File: src/rtl/cpu_pkg.sv
// Shared constants, state encoding and width helpers
// for the parametrised multi-cycle core.
package cpu_pkg;

  localparam int OPC_W = 3;

  localparam logic [OPC_W-1:0] OP_ADD  = 3'd0;
  localparam logic [OPC_W-1:0] OP_SUB  = 3'd1;
  localparam logic [OPC_W-1:0] OP_AND  = 3'd2;
  localparam logic [OPC_W-1:0] OP_OR   = 3'd3;
  localparam logic [OPC_W-1:0] OP_XOR  = 3'd4;
  localparam logic [OPC_W-1:0] OP_SHL  = 3'd5;
  localparam logic [OPC_W-1:0] OP_SHR  = 3'd6;
  localparam logic [OPC_W-1:0] OP_HALT = 3'd7;

  localparam logic MODE_REG = 1'b0;
  localparam logic MODE_IMM = 1'b1;

  typedef enum logic [2:0] {
    S_FETCH,
    S_DECODE,
    S_EXECUTE,
    S_WRITEBACK,
    S_HALTED
  } state_e;

  function automatic int reg_aw(input int n);
    return (n <= 2) ? 1 : $clog2(n);
  endfunction

  function automatic int instr_w(input int dw, input int aw);
    int r;
    r = OPC_W + 2 * aw;
    return 1 + aw + ((dw > r) ? dw : r);
  endfunction

endpackage

File: src/rtl/cpu_alu.sv
// Combinational ALU: value and carry/borrow
// for every register-mode opcode.
module cpu_alu
  import cpu_pkg::*;
#(
  parameter int DATA_W = 8
)(
  input  logic [DATA_W-1:0] i_a,
  input  logic [DATA_W-1:0] i_b,
  input  logic [OPC_W-1:0]  i_opc,
  output logic [DATA_W-1:0] o_value,
  output logic              o_carry
);

  logic [DATA_W:0] w_sum;
  logic [DATA_W:0] w_diff;

  assign w_sum  = {1'b0, i_a} + {1'b0, i_b};
  // Top bit of the widened difference is the borrow (A < B)
  assign w_diff = {1'b0, i_a} - {1'b0, i_b};

  always_comb begin
    o_value = '0;
    o_carry = 1'b0;
    unique case (i_opc)
      OP_ADD: {o_carry, o_value} = w_sum;
      OP_SUB: {o_carry, o_value} = w_diff;
      OP_AND: o_value = i_a & i_b;
      OP_OR:  o_value = i_a | i_b;
      OP_XOR: o_value = i_a ^ i_b;
      OP_SHL: begin
        o_value = {i_a[DATA_W-2:0], 1'b0};
        o_carry = i_a[DATA_W-1];
      end
      OP_SHR: begin
        o_value = {1'b0, i_a[DATA_W-1:1]};
        o_carry = i_a[0];
      end
      default: begin
        o_value = '0;
        o_carry = 1'b0;
      end
    endcase
  end

endmodule

File: src/rtl/cpu_core_param.sv
// Multi-cycle core: handshake accept, register file,
// decode and a FETCH/DECODE/EXECUTE/WRITEBACK/HALTED FSM.
module cpu_core_param
  import cpu_pkg::*;
#(
  parameter  int DATA_W  = 8,
  parameter  int NREGS   = 8,
  localparam int REG_AW  = reg_aw(NREGS),
  localparam int INSTR_W = instr_w(DATA_W, REG_AW)
)(
  input  logic               clk,
  input  logic               reset,
  input  logic [INSTR_W-1:0] instr,
  input  logic               instr_valid,
  output logic               instr_ready,
  output logic [DATA_W-1:0]  result,
  output logic               result_valid,
  output logic               flag_z,
  output logic               flag_c,
  output logic               halted
);

  state_e r_state;
  state_e w_state_nxt;

  logic [INSTR_W-1:0] r_instr;
  logic [DATA_W-1:0]  r_a;
  logic [DATA_W-1:0]  r_b;
  logic [DATA_W-1:0]  r_result;
  logic               r_valid;
  logic               r_z;
  logic               r_c;
  logic [DATA_W-1:0]  r_regs [NREGS];

  logic              w_mode;
  logic [OPC_W-1:0]  w_opc;
  logic [REG_AW-1:0] w_dst_imm;
  logic [REG_AW-1:0] w_dst_reg;
  logic [REG_AW-1:0] w_dst;
  logic [REG_AW-1:0] w_src_a;
  logic [REG_AW-1:0] w_src_b;
  logic [DATA_W-1:0] w_imm;
  logic              w_halt;
  logic [DATA_W-1:0] w_alu_val;
  logic              w_alu_c;
  logic [DATA_W-1:0] w_wb_val;
  logic              w_wb_c;

  assign w_mode    = r_instr[INSTR_W-1];
  assign w_opc     = r_instr[INSTR_W-2 -: OPC_W];
  assign w_dst_imm = r_instr[INSTR_W-2 -: REG_AW];
  assign w_dst_reg = r_instr[INSTR_W-2-OPC_W -: REG_AW];
  assign w_src_a   = r_instr[INSTR_W-2-OPC_W-REG_AW -: REG_AW];
  assign w_src_b   = r_instr[INSTR_W-2-OPC_W-2*REG_AW -: REG_AW];
  assign w_imm     = r_instr[DATA_W-1:0];
  assign w_dst     = (w_mode == MODE_IMM) ? w_dst_imm : w_dst_reg;
  assign w_halt    = (w_mode == MODE_REG) && (w_opc == OP_HALT);

  cpu_alu #(
    .DATA_W (DATA_W)
  ) u_alu (
    .i_a     (r_a),
    .i_b     (r_b),
    .i_opc   (w_opc),
    .o_value (w_alu_val),
    .o_carry (w_alu_c)
  );

  assign w_wb_val = (w_mode == MODE_IMM) ? w_imm : w_alu_val;
  assign w_wb_c   = (w_mode == MODE_IMM) ? 1'b0 : w_alu_c;

  always_ff @(posedge clk or negedge reset) begin
    if (!reset) r_state <= S_FETCH;
    else        r_state <= w_state_nxt;
  end

  always_comb begin
    w_state_nxt = r_state;
    unique case (r_state)
      S_FETCH:     if (instr_valid) w_state_nxt = S_DECODE;
      S_DECODE:    w_state_nxt = S_EXECUTE;
      S_EXECUTE:   w_state_nxt = w_halt ? S_HALTED : S_WRITEBACK;
      S_WRITEBACK: w_state_nxt = S_FETCH;
      S_HALTED:    w_state_nxt = S_HALTED;
      default:     w_state_nxt = S_FETCH;
    endcase
  end

  // Operands latch in DECODE, so a source equal to dest sees the old value
  always_ff @(posedge clk or negedge reset) begin
    if (!reset) begin
      r_instr  <= '0;
      r_a      <= '0;
      r_b      <= '0;
      r_result <= '0;
      r_valid  <= 1'b0;
      r_z      <= 1'b0;
      r_c      <= 1'b0;
      for (int i = 0; i < NREGS; i++) r_regs[i] <= '0;
    end else begin
      r_valid <= 1'b0;
      unique case (r_state)
        S_FETCH: begin
          if (instr_valid) r_instr <= instr;
        end
        S_DECODE: begin
          r_a <= r_regs[w_src_a];
          r_b <= r_regs[w_src_b];
        end
        S_EXECUTE: begin
          if (!w_halt) begin
            r_result <= w_wb_val;
            r_c      <= w_wb_c;
            r_z      <= (w_wb_val == '0);
            r_valid  <= 1'b1;
          end
        end
        S_WRITEBACK: begin
          r_regs[w_dst] <= r_result;
        end
        default: ;
      endcase
    end
  end

  assign instr_ready  = (r_state == S_FETCH);
  assign halted       = (r_state == S_HALTED);
  assign result       = r_result;
  assign result_valid = r_valid;
  assign flag_z       = r_z;
  assign flag_c       = r_c;

endmodule

File: config.mk
export PLATFORM = sky130hd
export DESIGN_NAME = cpu_core_param
export DESIGN_NICKNAME = d
export VERILOG_FILES = /design/src/rtl/cpu_pkg.sv /design/src/rtl/cpu_alu.sv /design/src/rtl/cpu_core_param.sv
export SDC_FILE = /design/constraint.sdc
export NUM_CORES = 1
export LEC_CHECK = 0
export ABC_AREA = 1
export CORE_MARGIN = 4
export CORE_UTILIZATION = 61
export CTS_CLUSTER_SIZE = 10
export DETAILED_ROUTE_END_ITERATION = 10
export PLACE_DENSITY = 0.8
export REMOVE_ABC_BUFFERS = 1
export SETUP_SLACK_MARGIN = 0.5
export SYNTH_ARGS = -nofsm -noshare
export SYNTH_HDL_FRONTEND = slang
export SYNTH_SLANG_ARGS = --single-unit
export TNS_END_PERCENT = 100
File: constraint.sdc
create_clock -name clk -period 2.68 [get_ports clk]
set_input_delay 0.536 -clock clk [delete_from_list [all_inputs] [get_ports clk]]
set_output_delay 0.536 -clock clk [all_outputs]
set_load 0.05 [all_outputs]
==> flow_summary_export.csv, run 1 <==
group,metric,value,unit
logic_synthesis,synth-edff-count,0,
job,maxCapViolCount,0,
logic_synthesis,synth_area,6400,µm²
pwr,p_clk_share,13.6,%
logic_synthesis,seq_area_frac_synth,41.84,%
logic_synthesis,synth-compound-area-share,21.82,%
clock_network,clk_path_buf_depth,2,
logic_synthesis,synthXorXnorAreaFrac,0,%
logic_synthesis,synthMuxAreaShare,1.056,%
logic_synthesis,synthAdderAreaFrac,5.318,%
floorplanning,row_count,37,
clock_network,cts_buffers,9,
logic_synthesis,synthArstFlopShare,100.0,%
setup_path,critPathKind,"flop to output pin",
logic_synthesis,synth-simple-area-share,21.04,%
logic_synthesis,synth_top_family_by_area,"compound AO/OA/AOI/OAI gates",
detailed_routing,dr.pass1.iters,6,
clock_network,cts_max_level,3,
setup_path,critical-path-top-delay-family,"buffers and inverters",
timing,tns,0,ns
pwr,p_comb_share,55.9,%
timing,drv_slew,0,
timing,worstMarginPinSlew,0.7627,ns
detailed_routing,drt_iter0_drc,723,
pwr,p_sw,4583,µW
logic_synthesis,synth_top_area_share,41.84,%
detailed_routing,routed_wl,17.99,mm
timing,skew,0.02572,ns
global_routing,grt_pass1_wl,29.19,mm
setup_path,arrival,1.61,ns
timing,rsz0062_at_grt,"true",
detailed_routing,avgRoutedWirePerCell,17.88,µm
clock_network,cts-root-buf,"clkbuf_8",
logic_synthesis,synthCells,853,
global_routing,grt_antenna_before_repair,0,
timing,fmax,465.4,MHz
setup_path,end_kind,"output pin",
timing,finalHoldViolations,0,
detailed_routing,ant_nets,0,
pwr,p_leak,0.003270,µW
logic_synthesis,ys_seq_elements,107,
pwr,switching_share,49.95,%
clock_network,cts_hold_buf,0,
logic_synthesis,ys.flop_type,"dfrtp_1",
detailed_routing,via_count,6111,
floorplanning,dieArea,12190,µm²
pwr,p_int,4593,µW
floorplanning,die_x,110.4,µm
detailed_routing,via_per_inst,6.075,
finish,layout.nets,907,
pwr,p_per_area,1282,nW/µm²
setup_path,cp_cell_sequence,"clkdlybuf4s50_1",
logic_synthesis,synth.area.top_cells,"dfrtp_1 (42%), o21ai_0 (12%), nand2_1 (10%)",
setup_path,cp_max_fo,3,
clock_network,insertion_delay,0.40,ns
global_routing,gr-total-overflow,0,
logic_synthesis,ys_types,32,
finish,syn2layout_area_growth,11.85,%
setup_path,cp_num_cells,1,
setup_path,reg2reg_depth,15,
global_routing,grt_pass1_vias,5850,
logic_synthesis,synth_common_cells,"nand2_1 (175), o21ai_0 (154), dfrtp_1 (107)",
placement,gp_congestion,0.9764,
clock_network,cts_tree,"done",
logic_synthesis,synth_most_common_cell,"nand2_1",
timing,period_minus_slack,2.149,ns
pwr,seq_power_share,30.5,%
detailed_routing,drc_errors,0,
finish,drive_above_1_share,10.00,%
run_status,status,"completed",
timing,post-route-period-util,80.17,%
clock_network,cts.sinks,107,
placement,dp_slack,0.4217,ns
min_path,hp-class,"input pin to asynchronous set/reset pin",
global_routing,grt_max_degree,56,
logic_synthesis,avgSynthCellArea,7.503,µm²
global_routing,grt_usage,29.26,%
logic_synthesis,ys_warn_count,0,
timing,slew_headroom,49.10,%
setup_path,slowest_delay,0.83,ns
floorplanning,io-pin-count,29,
placement,dpl.hpwl,12.69,mm
floorplanning,start_util,62.27,%
logic_synthesis,synth.largest_area_cell,"dfrtp_1",
timing,setup_violations,0,
setup_path,path_buf_inv,1,
setup_path,crit_required,2.14,ns
pwr,ir_drop,0.6424,mV
timing,timing.final.ws_setup,0.5314,ns
floorplanning,core_area,10280,µm²
clock_network,path_clk_slew,0.10,ns
placement,port_buffers,28,
finish,antenna_cells,0,
setup_path,cp-start-kind,"flop",
setup_path,crit_path_top_delay_cell,"clkdlybuf4s50_1",
floorplanning,fp.dieH,110.4,µm
==> what timing repair did <==
item	4_1_cts	5_1_grt
endpoints found under the setup margin	10	73
pin swaps	0	6
resized for setup	12	36
setup buffers	0	8
==> cells in the final DEF (no fill, tap or decap), types with 3 or more instances in the layout <==
master and n:
a21oi_1 47, a21oi_2 3, buf_12 3, buf_4 17, bufinv_16 3, clkbuf_8 10, clkdlybuf4s50_1 23, clkinv_1 4
dfrtp_1 101, dfrtp_2 6, ha_1 18, ha_4 4, inv_1 78, inv_2 7, mux2_2 6, nand2_1 163
nand2_2 13, nand3_1 60, nand4_1 13, nor2_1 65, o211ai_1 32, o21ai_0 153, o21ai_1 6, o22ai_1 9
==> registers in the layout, indices dropped and copies added (netlist names) <==
| name | count |
|---|---|
| flag_c | 1 |
| r_regs | 64 |
| r_a | 8 |
| r_b | 8 |
| result | 8 |
| r_instr | 13 |
| flag_z | 1 |
| result_valid | 1 |
| r_state | 3 |
==> power by group through the flow <==
stage,clock network (µW),registers (µW),logic (µW)
after floorplan,0,3090,2910
after CTS,1250,2770,4830
after detailed placement,0,2790,4800
after global routing,1340,2870,5700
after global placement,0,2760,4730
final,1250,2800,5130
==> final timing paths <==
| path | slack (ns) | to | from |
|---|---|---|---|
| hold / removal | 0.21 | r_a[7]$_DFFE_PN0N_ | reset |
| min in group clk | 0.50 | r_regs[53]$_DFFE_PN0P_ | r_regs[53]$_DFFE_PN0P_ |
| hold reg to reg | 0.50 | r_regs[53]$_DFFE_PN0P_ | r_regs[53]$_DFFE_PN0P_ |
| setup / recovery | 0.53 | result[0] | result[0]$_DFFE_PN0P_ |
| max in group asynchronous | 1.83 | r_regs[18]$_DFFE_PN0P_ | reset |
| setup reg to reg | 0.55 | flag_z$_DFFE_PN0P_ | r_b[0]$_DFFE_PN0N_ |
==> cells by family after synthesis <==
family | count (synthesis)
AOI/OAI and AO/OA | 256
and+or+nand+nor | 321
DFF | 107
muxes | 6
adders and majority gates | 26
buffers and inverters | 137
==> final cells by class <==
type	instances	area, µm²
Clock buffer	10	137.6
Clock inverter	6	120.1
Fill cell	850	3119
Inverter	91	346.6
Multi-Input combinational cell	609	3249
Sequential cell	107	2685
Tap cell	136	170.2
Timing Repair Buffer	47	449.2
==> per-layer routing <==
| layer | up-vias | track usage [%] | share of wire, % |
|---|---|---|---|
| met3 | 49 | 3.836 | 6.4 |
| met1 | 2910 | 38.24 | 41 |
| met4 | 0 | 12.07 | 3.2 |
| li1 | 2872 | - | - |
| met5 | - | 0 | 0 |
| met2 | 280 | 49.19 | 49 |
==> stage by stage <==
step | total power [µW] | util (%) | hold slack [ns] | area (µm²) | instances
final | 9175 | 69.65 | 0.2123 | 7158 | 1006
after global routing | 9913 | 69.65 | 0.2691 | 7158 | 1006
after CTS | 8851 | 68.24 | 0.2401 | 7013 | 998
after detailed placement | 7591 | 65.58 | 0.4737 | 6740 | 982
after global placement | 7487 | 65.58 | 0.4673 | 6740 | 982
after floorplan | 6001 | - | 0.2404 | 6172 | 807
Note: power is estimated with default switching activity, not from simulation.
==> run 2: changes to the inputs <==
==> constraint.sdc (replaced) <==
create_clock -name clk -period 2.1 [get_ports clk]
set_input_delay 0.42 -clock clk [delete_from_list [all_inputs] [get_ports clk]]
set_output_delay 0.42 -clock clk [all_outputs]
set_load 0.05 [all_outputs]
==> run 2 against run 1 <==
The run now ends with setup timing left. First-iteration DRC count up 5.4%. Global-route usage increased by 1.4 points. Power rose by 52%. Register-to-register slack worse by 0.59 ns. Hold slack lost 0.17 ns. Non-clock buffer count increased by 79. Utilization up 9.8 points. Clock skew shrank 0.0043 ns. Sequential share of layout area down 4.6 points.
==> flow_summary_export.csv, run 2 (synthesis gave the netlist of run 1 again) <==
group,metric,value,unit
min_path,hp-class,"input pin to asynchronous set/reset pin",
placement,dpl.hpwl,12.80,mm
finish,layout.nets,986,
setup_path,crit_required,2.36,ns
clock_network,cts.sinks,107,
detailed_routing,via_count,6602,
clock_network,cts_max_level,3,
finish,regMostFlops,"r_regs",
pwr,p_sw,6766,µW
pwr,p_leak,0.003727,µW
run_status,status,"finished, violations left",
setup_path,critPathKind,"flop to flop",
finish,fin_area,8167,µm²
setup_path,cp_max_fo,3,
finish,largest_register_ffs,64,
finish,final_cell_mix,"nand2_1 (163), o21ai_0 (112), dfrtp_1 (99), buf_4 (74), inv_1 (66)",
global_routing,grt_pass1_wl,30.56,mm
floorplanning,io-pin-count,29,
placement,placed_cell_area,7078,µm²
clock_network,path_clk_slew,0.12,ns
timing,period_minus_slack,2.145,ns
floorplanning,row_count,37,
setup_path,r2r-start,"r_b[0]$_DFFE_PN0N_",
timing,worstMarginPinSlew,0.6044,ns
timing,timing.final.ws_setup,-0.04496,ns
setup_path,end_kind,"flop",
clock_network,cts_tree,"done",
timing,rsz0062_at_grt,"true",
timing,post-route-period-util,102.1,%
finish,reg.largest.list,"r_regs (64), r_instr (13)",
floorplanning,start_util,62.27,%
global_routing,gr-total-overflow,0,
finish,drive_above_1_share,25.18,%
pwr,switching_share,48.51,%
clock_network,cts-root-buf,"clkbuf_8",
pwr,p_int,7181,µW
detailed_routing,avgRoutedWirePerCell,18.76,µm
setup_path,setup.worst_path.start,"r_b[0]$_DFFE_PN0N_",
pwr,p_comb_share,64.5,%
timing,skew,0.02142,ns
clock_network,clk_path_buf_depth,2,
timing,slew_headroom,59.71,%
finish,instances_no_fill,1085,
detailed_routing,via_per_inst,6.085,
placement,port_buffers,28,
pwr,p_total,13950,µW
global_routing,grt_max_degree,108,
clock_network,cts_buffers,9,
run_status,violations,"setup timing",
timing,setup_violations,1,
finish,antenna_cells,0,
timing,fmax,466.2,MHz
timing,drv_slew,0,
clock_network,insertion_delay,0.38,ns
placement,gp_congestion,0.9297,
detailed_routing,drt_iter0_drc,762,
floorplanning,fp.dieH,110.4,µm
floorplanning,core_area,10280,µm²
clock_network,cts_hold_buf,0,
finish,syn2layout_area_growth,27.61,%
finish,fin_util,79.46,%
global_routing,grt_antenna_before_repair,0,
pwr,ir_drop,0.9294,mV
job,maxCapViolCount,0,
pwr,p_per_area,1708,nW/µm²
global_routing,grt_usage,30.65,%
setup_path,cp-start-kind,"flop",
placement,dpl.cell_count,1026,
pwr,seq_power_share,25.3,%
finish,fillCellCount,706,
detailed_routing,dr.pass1.iters,6,
setup_path,arrival,2.41,ns
global_routing,grt_pass1_vias,6120,
pwr,p_clk_share,10.2,%
floorplanning,die_x,110.4,µm
detailed_routing,drc_errors,0,
timing,finalHoldViolations,0,
detailed_routing,ant_nets,0,
finish,final_common_cell,"nand2_1",
floorplanning,dieArea,12190,µm²
detailed_routing,routed_wl,20.35,mm
[run 2: cell count changes in the layout (fill, tap and decap cells not counted), moves of 9 or more]
| cell | change |
|---|---|
| nand3_1 | -10 |
| buf_4 | +57 |
| o21ai_0 | -41 |
| nor2_1 | -11 |
| clkdlybuf4s50_1 | -9 |
| inv_1 | -12 |
| o21ai_1 | +32 |
| nand3_2 | +10 |
| buf_6 | +14 |
[run 2: layout make-up]
type	instances	area (µm²)	area share (%)
Multi-Input combinational cell	609	3501	42.87
Sequential cell	107	2688	32.91
Timing Repair Buffer	126	1224	14.98
Inverter	91	362.8	4.443
Tap cell	136	170.2	2.084
Clock buffer	9	123.9	1.517
Clock inverter	7	97.59	1.195
[run 2: path summary, 6_finish.rpt]
kind                       depth (start not counted)  slack, ns                endpoint
max                                               13      -0.04      flag_z$_DFFE_PN0P_
min                                                2       0.04      r_b[6]$_DFFE_PN0N_
max reg2reg                                       13      -0.04      flag_z$_DFFE_PN0P_
min reg2reg                                        2       0.50  r_regs[49]$_DFFE_PN0P_
max in group asynchronous                          2       1.53  r_instr[0]$_DFFE_PN0P_
min in group clk                                   2       0.50  r_regs[49]$_DFFE_PN0P_
[run 2: power by group through the flow]
| stage | sequential [µW] | combinational (µW) | clock (µW) |
|---|---|---|---|
| 6_report | 3530 | 9000 | 1420 |
| 5_1_grt | 3610 | 9760 | 1520 |
| 4_1_cts | 3450 | 7550 | 1420 |
| 3_5_place_dp | 3470 | 6810 | 0 |
| 3_3_place_gp | 3430 | 6660 | 0 |
| 2_1_floorplan | 3950 | 3710 | 0 |
[run 2: per-stage QoR]
step / setup TNS [ns] / hold WS (ns) / setup slack [ns]
CTS: 0 / 0.1260 / 0.05642
detailed placement: -0.04695 / 0.4732 / -0.02611
finish: -0.04496 / 0.04025 / -0.04496
global route: -0.2107 / 0.1270 / -0.1867
floorplan: -2.367 / 0.1244 / -0.2662
global placement: -0.006249 / 0.4666 / -0.003615
[run 2: timing repair]
| action | CTS | global route |
|---|---|---|
| resized for setup | 105 | 116 |
| endpoints found under the setup margin | 92 | 89 |
| buffers inserted | 17 | 23 |
| gates cloned | 0 | 3 |
| pin swaps | 22 | 41 |
[run 2: layer usage]
layer	vias up	wire length, µm	GRT usage, %
met1	3092	7931	39.84
met3	76	1722	6.082
met4	0	687	11.33
met2	391	10010	50.93
met5	-	0	0
li1	3043	-	-
[run 2: worst max-delay path: stages, from the launching register on]
cell,delay (ns)
dfrtp_1,0.45
ha_2,0.22
fa_2,0.52
inv_1,0.05
o22ai_1,0.21
nor2_1,0.06
nand2_1,0.07
nand2_1,0.07
nand2_2,0.10
nor2_1,0.05
nand2_1,0.07
nor2_1,0.05
nand3_1,0.06
nand2_1,0.05
